[config.mk]
export PLATFORM = sky130hd
export DESIGN_NAME = sio_target
export DESIGN_NICKNAME = d
export VERILOG_FILES = /design/src/rtl/sio_target.sv
export SDC_FILE = /design/constraint.sdc
export NUM_CORES = 1
export LEC_CHECK = 0
export ABC_AREA = 1
export CAP_MARGIN = 20
export CORE_MARGIN = 5
export CORE_UTILIZATION = 55
export CTS_CLUSTER_SIZE = 8
export DETAILED_ROUTE_END_ITERATION = 8
export PLACE_DENSITY_LB_ADDON = 0.12
export REMOVE_ABC_BUFFERS = 1
export SYNTH_ARGS = -nofsm -noshare
export SYNTH_HDL_FRONTEND = slang
export SYNTH_SLANG_ARGS = --single-unit
[constraint.sdc]
create_clock -name clock -period 5.2 [get_ports clock]
set_input_delay 0.78 -clock clock [delete_from_list [all_inputs] [get_ports clock]]
set_output_delay 0.78 -clock clock [all_outputs]
set_load 0.05 [all_outputs]
[src/rtl/sio_target.sv]
// sio_target: remote end of the sio half-duplex link.
// Receives a 22-bit command frame on sdi and decodes it into a register-write strobe.
// It then drives 192 scrambled sample bits and a 16-bit readback word back on sdo.
module sio_target #(
  parameter int unsigned CYC_PER_BIT = 2,
  parameter int unsigned TURN_BITS   = 8,
  parameter int unsigned GUARD_BITS  = 4
) (
  input  logic         clock,
  input  logic         reset_n,
  input  logic         sdi,
  output logic         sdo,
  output logic         sdo_oe,
  input  logic [191:0] sample_data,
  output logic         sample_strobe,
  input  logic [15:0]  resp_data,
  output logic         cmd_valid,
  output logic [3:0]   cmd_addr,
  output logic [15:0]  cmd_data,
  output logic         frame_err
);

  localparam int unsigned PhW = (CYC_PER_BIT > 1) ? $clog2(CYC_PER_BIT) : 1;
  localparam logic [PhW-1:0] PhLast    = PhW'(CYC_PER_BIT - 1);
  localparam logic [21:0]    LfsrSeed  = 22'h3FFFFF;
  localparam logic [7:0]     CmdLast   = 8'd19;
  localparam logic [7:0]     TurnLast  = 8'(TURN_BITS - 1);
  localparam logic [7:0]     SampLast  = 8'd191;
  localparam logic [7:0]     RespLast  = 8'd15;
  localparam logic [7:0]     GuardLast = 8'(GUARD_BITS - 1);

  typedef enum logic [2:0] {
    StIdle,
    StStart2,
    StCmd,
    StTurn,
    StSamples,
    StResp,
    StRelease
  } state_e;

  state_e           state_q, state_d;
  logic [PhW-1:0]   phase_q, phase_d, phase_base;
  logic [21:0]      lfsr_q, lfsr_d, lfsr_step;
  logic [7:0]       cnt_q, cnt_d, nk;
  logic [18:0]      shift_q, shift_d;
  logic             armed_q, armed_d;
  logic             reseed_q, reseed_d;
  logic [7:0][23:0] samples_q;
  logic [15:0]      resp_q;
  logic             samples_load, resp_load;
  logic             start_det, tick;
  logic [2:0]       ch_idx;
  logic [4:0]       bit_idx;
  logic             smp_bit;

  logic             sdo_q, sdo_d;
  logic             sdo_oe_q, sdo_oe_d;
  logic             cmd_valid_q, cmd_valid_d;
  logic [3:0]       cmd_addr_q, cmd_addr_d;
  logic [15:0]      cmd_data_q, cmd_data_d;
  logic             sample_strobe_q, sample_strobe_d;
  logic             frame_err_q, frame_err_d;

  // A start bit realigns the bit clock so that the detection cycle is itself a sample point.
  assign start_det = (state_q == StIdle) && armed_q && !sdi;
  assign tick      = (phase_q == '0) || start_det;
  assign lfsr_step = {lfsr_q[20:0], lfsr_q[21] ^ lfsr_q[0]};

  // Next sample bit: channel 7 first, channels interleaved, MSB first within a channel.
  assign nk      = cnt_q + 8'd1;
  assign ch_idx  = 3'd7 - nk[2:0];
  assign bit_idx = 5'd23 - nk[7:3];
  assign smp_bit = samples_q[ch_idx][bit_idx];

  // Free-running bit-phase counter with realignment on start detection.
  always_comb begin
    phase_base = start_det ? '0 : phase_q;
    phase_d    = (phase_base == PhLast) ? '0 : phase_base + PhW'(1);
  end

  // Frame FSM: next state, shift/count registers and registered output values.
  always_comb begin
    state_d         = state_q;
    cnt_d           = cnt_q;
    shift_d         = shift_q;
    armed_d         = armed_q;
    reseed_d        = reseed_q;
    lfsr_d          = tick ? lfsr_step : lfsr_q;
    sdo_d           = sdo_q;
    sdo_oe_d        = sdo_oe_q;
    cmd_valid_d     = 1'b0;
    cmd_addr_d      = cmd_addr_q;
    cmd_data_d      = cmd_data_q;
    sample_strobe_d = 1'b0;
    frame_err_d     = frame_err_q;
    samples_load    = 1'b0;
    resp_load       = 1'b0;

    case (state_q)
      StIdle: begin
        // Require a high line before accepting a start bit.
        if (sdi) armed_d = 1'b1;
        if (start_det) begin
          state_d = StStart2;
          armed_d = 1'b0;
        end
      end
      StStart2: begin
        if (tick) begin
          if (sdi) begin
            frame_err_d = 1'b1;
            state_d     = StIdle;
          end else begin
            state_d = StCmd;
            cnt_d   = '0;
          end
        end
      end
      StCmd: begin
        if (tick) begin
          shift_d = {shift_q[17:0], sdi};
          if (cnt_q == CmdLast) begin
            cmd_addr_d      = shift_q[18:15];
            cmd_data_d      = {shift_q[14:0], sdi};
            cmd_valid_d     = (shift_q[18:15] != 4'hF);
            sample_strobe_d = 1'b1;
            samples_load    = 1'b1;
            if (shift_q[18:15] == 4'h4) reseed_d = 1'b1;
            state_d = StTurn;
            cnt_d   = '0;
          end else begin
            cnt_d = nk;
          end
        end
      end
      StTurn: begin
        if (tick) begin
          if (cnt_q == TurnLast) begin
            if (reseed_q) begin
              lfsr_d   = LfsrSeed;
              reseed_d = 1'b0;
            end
            sdo_oe_d = 1'b1;
            // Driven bit is scrambled with the LFSR state held while it is on the wire.
            sdo_d    = samples_q[7][23] ^ lfsr_d[21];
            state_d  = StSamples;
            cnt_d    = '0;
          end else begin
            cnt_d = nk;
          end
        end
      end
      StSamples: begin
        if (tick) begin
          if (cnt_q == SampLast) begin
            resp_load = 1'b1;
            sdo_d     = resp_data[15];
            state_d   = StResp;
            cnt_d     = '0;
          end else begin
            sdo_d = smp_bit ^ lfsr_d[21];
            cnt_d = nk;
          end
        end
      end
      StResp: begin
        if (tick) begin
          if (cnt_q == RespLast) begin
            sdo_oe_d = 1'b0;
            sdo_d    = 1'b1;
            state_d  = StRelease;
            cnt_d    = '0;
          end else begin
            sdo_d = resp_q[4'd14 - cnt_q[3:0]];
            cnt_d = nk;
          end
        end
      end
      StRelease: begin
        if (tick) begin
          if (cnt_q == GuardLast) begin
            state_d = StIdle;
            armed_d = 1'b0;
            cnt_d   = '0;
          end else begin
            cnt_d = nk;
          end
        end
      end
      default: state_d = StIdle;
    endcase
  end

  // State and output registers; reset drops sdo_oe immediately.
  always_ff @(posedge clock or negedge reset_n) begin
    if (!reset_n) begin
      state_q         <= StIdle;
      phase_q         <= '0;
      lfsr_q          <= LfsrSeed;
      cnt_q           <= '0;
      shift_q         <= '0;
      armed_q         <= 1'b0;
      reseed_q        <= 1'b0;
      samples_q       <= '0;
      resp_q          <= '0;
      sdo_q           <= 1'b1;
      sdo_oe_q        <= 1'b0;
      cmd_valid_q     <= 1'b0;
      cmd_addr_q      <= '0;
      cmd_data_q      <= '0;
      sample_strobe_q <= 1'b0;
      frame_err_q     <= 1'b0;
    end else begin
      state_q         <= state_d;
      phase_q         <= phase_d;
      lfsr_q          <= lfsr_d;
      cnt_q           <= cnt_d;
      shift_q         <= shift_d;
      armed_q         <= armed_d;
      reseed_q        <= reseed_d;
      if (samples_load) samples_q <= sample_data;
      if (resp_load)    resp_q    <= resp_data;
      sdo_q           <= sdo_d;
      sdo_oe_q        <= sdo_oe_d;
      cmd_valid_q     <= cmd_valid_d;
      cmd_addr_q      <= cmd_addr_d;
      cmd_data_q      <= cmd_data_d;
      sample_strobe_q <= sample_strobe_d;
      frame_err_q     <= frame_err_d;
    end
  end

  assign sdo           = sdo_q;
  assign sdo_oe        = sdo_oe_q;
  assign cmd_valid     = cmd_valid_q;
  assign cmd_addr      = cmd_addr_q;
  assign cmd_data      = cmd_data_q;
  assign sample_strobe = sample_strobe_q;
  assign frame_err     = frame_err_q;

endmodule

# --- Yosys cells after proc, flatten, opt, wreduce, memory -nomap -nowiden ---
# Index checks and enable logic that the tools add are counted.
totals:
  regBits: 288
  in_bits: 211
  word_cells: 157
op_classes:
  add_sub_neg: 5
  magnitude_cmp: 3
  eq_ne: 28
  n_mux: 75
  n_bitwise: 4
  reduce_logical: 19
op_table:
  columns: ["operator", "count"]
  rows:
  - ["two-way mux 22 bit", 8]
  - ["two-way mux 8 bit", 12]
  - ["binary-select mux 24 bit (select 3 bit)", 1]
  - ["case mux 8 bit (6 select lines)", 1]
  - ["two-way mux 3 bit", 12]
  - ["two-way mux 1 bit", 32]
  - ["!= test 2 bit, second input constant", 14]
  - ["two-way mux 24 bit", 1]
  - ["case mux 3 bit (7 select lines)", 1]
  - ["AND reduction 12 bit", 1]
  - ["AND reduction 5 bit", 2]
  - ["== test 3 bit, second input constant", 3]
  - ["adder 8 x 1 -> 8 bit, second input constant", 1]
  - ["== test 8 x 2 -> 1 bit, second input constant", 1]
  - ["== test 8 x 3 -> 1 bit, second input constant", 1]
  - ["== test 8 x 4 -> 1 bit, second input constant", 1]
  - ["== test 8 x 5 -> 1 bit, second input constant", 1]
  - ["== test 8 bit, second input constant", 1]
  - ["AND reduction 8 bit", 1]
  - ["== test 3 x 2 -> 1 bit, second input constant", 2]
  - ["less-than comparator 5 x 6 -> 1 bit, second input constant", 1]
  - ["case mux 1 bit (2 select lines)", 3]
  - ["AND reduction 3 bit", 2]
  - ["AND reduction 6 bit", 1]
  - ["other kinds (25)", 30]

# --- Depth between registers and ports, before layout ---
depth:
  word_depth: 13
  mapped_depth: 19
  ltp_nobuf: 18

# --- Worst setup path before layout ---
# OpenSTA, ideal clock, no wires.
synth_timing:
  kind: "register to register"
  start: "reg cnt_q[0]"
  end: "reg sdo_q, in the netlist sdo"
  setup_time_ps: 75
  arrival_ps: 1947
  required_ps: 5125
  slack_ps: 3178
  path_stages_with_launch: 17
  path_buffers: 2
  cell_sequence: "dfrtp_1 -> ha_1 -> buf_2 -> clkbuf_1 -> o211ai_1 -> nand3_1 -> nand3_1 -> nand2_1 -> nand2_1 -> nand3_1 -> nand3_1 -> nand2_1 -> nand3_1 -> nand3_1 -> nand2_1 -> nand2_1 -> nand2_1"
synth_between:
  elab_chain_len: 10
synth_lines:
  columns: ["item", "line_no", "source"]
  rows:
  - ["from (decl)", "45", "logic [7:0] cnt_q, cnt_d, nk;"]
  - ["from (signal assigned)", "218", "cnt_q <= cnt_d;"]
  - ["adder 8 x 1 -> 8 bit", "71", "assign nk = cnt_q + 8'd1;"]
  - ["subtractor 3 bit", "72", "assign ch_idx = 3'd7 - nk[2:0];"]
  - ["binary-select mux 24 bit (select 3 bit)", "74", "assign smp_bit = samples_q[ch_idx][bit_idx];"]
  - ["two-way mux 24 bit (implied by the code)", "74", null]
  - ["binary-select mux 1 bit (select 5 bit)", "74", null]
  - ["two-way mux 1 bit (implied by the code)", "74", null]
  - ["XOR 1 bit", "162", "sdo_d = smp_bit ^ lfsr_d[21];"]
  - ["two-way mux 1 bit", "156", "if (cnt_q == SampLast) begin"]
  - ["two-way mux 1 bit", "155", "if (tick) begin"]
  - ["case mux 1 bit (3 select lines)", "100", "case (state_q)"]
  - ["to (signal assigned)", "224", "sdo_q <= sdo_d;"]
  - ["to (decl)", "57", "logic sdo_q, sdo_d;"]
# Parallel ways exist; a longest one is shown, timed or not. The select of a mux whose other input is x is not followed.
# A chain may end at the register's enable or synchronous reset.

# --- Worst setup path in the final report ---
layout_timing:
  start: "reg cnt_q[0]"
  end: "reg samples_q[119] in the netlist's numbering"
layout_between:
  elab_chain_len: 4
layout_lines:
  columns: ["item", "line_no", "source"]
  rows:
  - ["== test 8 x 5 -> 1 bit", "123", "if (cnt_q == CmdLast) begin"]
  - ["two-way mux 1 bit", "123", null]
  - ["two-way mux 1 bit", "121", "if (tick) begin"]
  - ["two-way mux 1 bit", "100", null]
  - ["to (signal assigned)", "222", "if (samples_load) samples_q <= sample_data;"]
  - ["to (decl)", "49", "logic [7:0][23:0] samples_q;"]
# No other way between the ends.

==> metrics.csv <==
metric,value,unit
filler instances,1976,
total grt overflow,0,
hold_ws,357,ps
GRT Overall Usage,0.257,
largest cells by area after synthesis,"dfrtp_1 48%, nand2_1 16%, nand3_1 5.9%, inv_1 5.0%, o21ai_1 4.5%",
Worst setup SP type,flip-flop,
critical path cell sequence,ha_2 -> inv_1 -> nor3_1 -> inv_1 -> nor4_1 -> nand2_4 -> inv_8 -> buf_4 -> nand2_1 -> o21ai_1,
top-area cell type share of the netlist area,0.482,
status,"finished, final reports clean",
first-pass GRT wire length,59.9,mm
initial antenna violation count,3,
Async SR Flop Fraction,1.00,
largest net degree at the start of global routing,121,
final hold vios,0,
routability cong.,0.893,
WP data arrival,4010,ps
# DRC,0,
Rows,57,
Worst-path clk slew,50,ps
total via count after detailed routing,11900,
PortBufs,235,
Synth Flop Type,dfrtp_1,
Clock Tree Buf Depth,3,
die area,28300,µm²
Area Growth Syn to Fin,25.3,%
sequential area share after synthesis,0.526,
FMAX,279,MHz
"slowest stage delay, CP",950,ps
Max-cap violations,0,
area of the multi-input gates,5170,µm²
"top cells by count, synth","585 x nand2_1, 265 x dfrtp_1, 185 x inv_1",
Synth area leader,dfrtp_1,
number of DRC markers in iteration 0,934,
CP required,5620,ps
clock buffer count from CTS,41,
Core ar.,24500,µm²
share of cells above drive strength 1,0.0659,
most frequent cell after synthesis,nand2_1,
synthesis-stage register bit count,288,
Die Wd,168,µm
Cell Count Post-Placement,2199,
final antenna-violating net count,0,
# IOs,236,
leakage,8.13,nW
part of the cycle the worst path needs,0.689,
RSZ-0062 raised after global routing,false,
crit-path max FO,107,
Worst Setup End Kind,flip-flop,
fin. max-slew vios,0,
worst-skew pair later-pin latency,520,ps
max_slew headroom,0.387,
final non-filler cell total,2267,
skew final,20.8,ps
Vias/cell,5.25,
Syn. warnings,0,
Root Driver,clkbuf_16,
wire per inst,16.1,µm
# setup viols final,0,
post-cts sizing count,0,
starting density of the core,0.563,
vias in the first global route,11900,
"Top cell by count, worst path",inv_1,
Syn Inst Count,1725,
Avg Inst Size Synth,7.98,µm²
Crit Path Category,reg2reg,
Worst-Margin Slew,920,ps
TritonRoute pass-1 iters,6,
Routed WL,36.5,mm
fin nets,2131,
hold_buf cts,0,
CTS Sinks,288,
die height,168,µm
worst min-delay path category,in2async,
CP max stage cell,dfrtp_4,
fin crit period,3580,ps
Area after DPL,16100,µm²
fin area,17200,µm²
setup TNS,0,ps
register area,7240,µm²
HPWL after DPL,23.2,mm
worst vdd ir,0.352,mV
total power,7.07,mW
Post-Syn Area,13800,µm²
Synth cell types,47,
H-tree lvl count,2,
Pwr Density,410,nW/µm²
Post-synth EDFFs,0,
total setup buffers inserted after CTS,0,
CTS tree,done,
cell families (layout without fill, tap and decap cells):
family | count (synthesis) | in the layout | share of synthesized area
simple gates | 858 | 858 | 0.258
buf+inv | 303 | 519 | 0.0987
flops | 288 | 288 | 0.526
compound gates | 263 | 263 | 0.106
mux | 8 | 8 | 0.00655
xor+xnor | 4 | 4 | 0.00391
fa+ha+maj | 1 | 1 | 0.000909
other cells | 0 | 2 | 0
power breakdown:
group	internal [mW]	switching, mW
logic	0.741	1.34
clock network	1.45	0.919
registers	2.45	0.167
worst max-delay path: cells and delay by family, from the launching register on:
| family | cells | cell delay (ps) |
|---|---|---|
| AO/OA/AOI/OAI | 1 | 80 |
| flip-flops | 1 | 950 |
| buffers and inverters | 4 | 1030 |
| AND/OR/NAND/NOR | 4 | 990 |
| adder cells (fa/ha/maj) | 1 | 360 |
worst paths after layout:
check / from / slack [ps] / to / cells past startpoint
max in group asynchronous: reset_n / 3580 / samples_q[78] / 2
worst min-delay path: reset_n / 360 / samples_q[104] / 1
worst max-delay path: cnt_q[0] / 1620 / samples_q[119] / 10
worst max register to register: cnt_q[0] / 1620 / samples_q[119] / 10
min in group clock: sdo / 460 / sdo / 2
worst min register to register: sdo / 460 / sdo / 2
area by class of cell:
cell class | instances | share of cell area
Clock buffer | 65 | 0.0647
Inverter | 205 | 0.0453
Antenna cell | 2 | 0.000290
Sequential cell | 288 | 0.420
Tap cell | 324 | 0.0235
Timing Repair Buffer | 249 | 0.146
Multi-Input combinational cell | 1134 | 0.300
through the flow:
stage / utilization / setup WS [ps]
6_report: 0.705 / 1620
5_1_grt: 0.705 / 1330
4_1_cts: 0.704 / 1610
3_5_place_dp: 0.658 / 1370
3_3_place_gp: 0.658 / 1430
2_1_floorplan: - / -2320
layout by cell type, fill, tap and decap left out, types with 4 or more instances in the layout:
master,instances
dfstp_2,23
o211ai_1,20
nand2_2,4
nand2_1,585
clkbuf_1,24
inv_1,184
nor2_1,86
a21oi_1,19
nor2_2,4
clkbuf_16,41
o22ai_1,22
o21ai_2,4
inv_2,17
buf_4,9
o21ai_1,125
clkdlybuf4s50_1,234
buf_12,5
mux2_1,8
dfrtp_1,264
nand3_1,161
o21ai_0,60
layer usage:
layer | vias up | GRT usage | part of all wire
li1 | 5856 | - | -
met1 | 5583 | 0.364 | 0.46
met2 | 390 | 0.407 | 0.45
met3 | 82 | 0.0436 | 0.063
met4 | 2 | 0.0840 | 0.029
met5 | - | 0 | 0.00025
sequential cells by signal, summed over array words and instances, names as in the netlist:
register / flops
armed_q: 1
cmd_addr: 4
cmd_data: 16
cmd_valid: 1
cnt_q: 8
frame_err: 1
lfsr_q: 22
phase_q: 1
reseed_q: 1
resp_q: 16
sample_strobe: 1
samples_q: 192
sdo: 1
sdo_oe: 1
shift_q: 19
state_q: 3
Note: power is estimated with default switching activity, not from simulation.
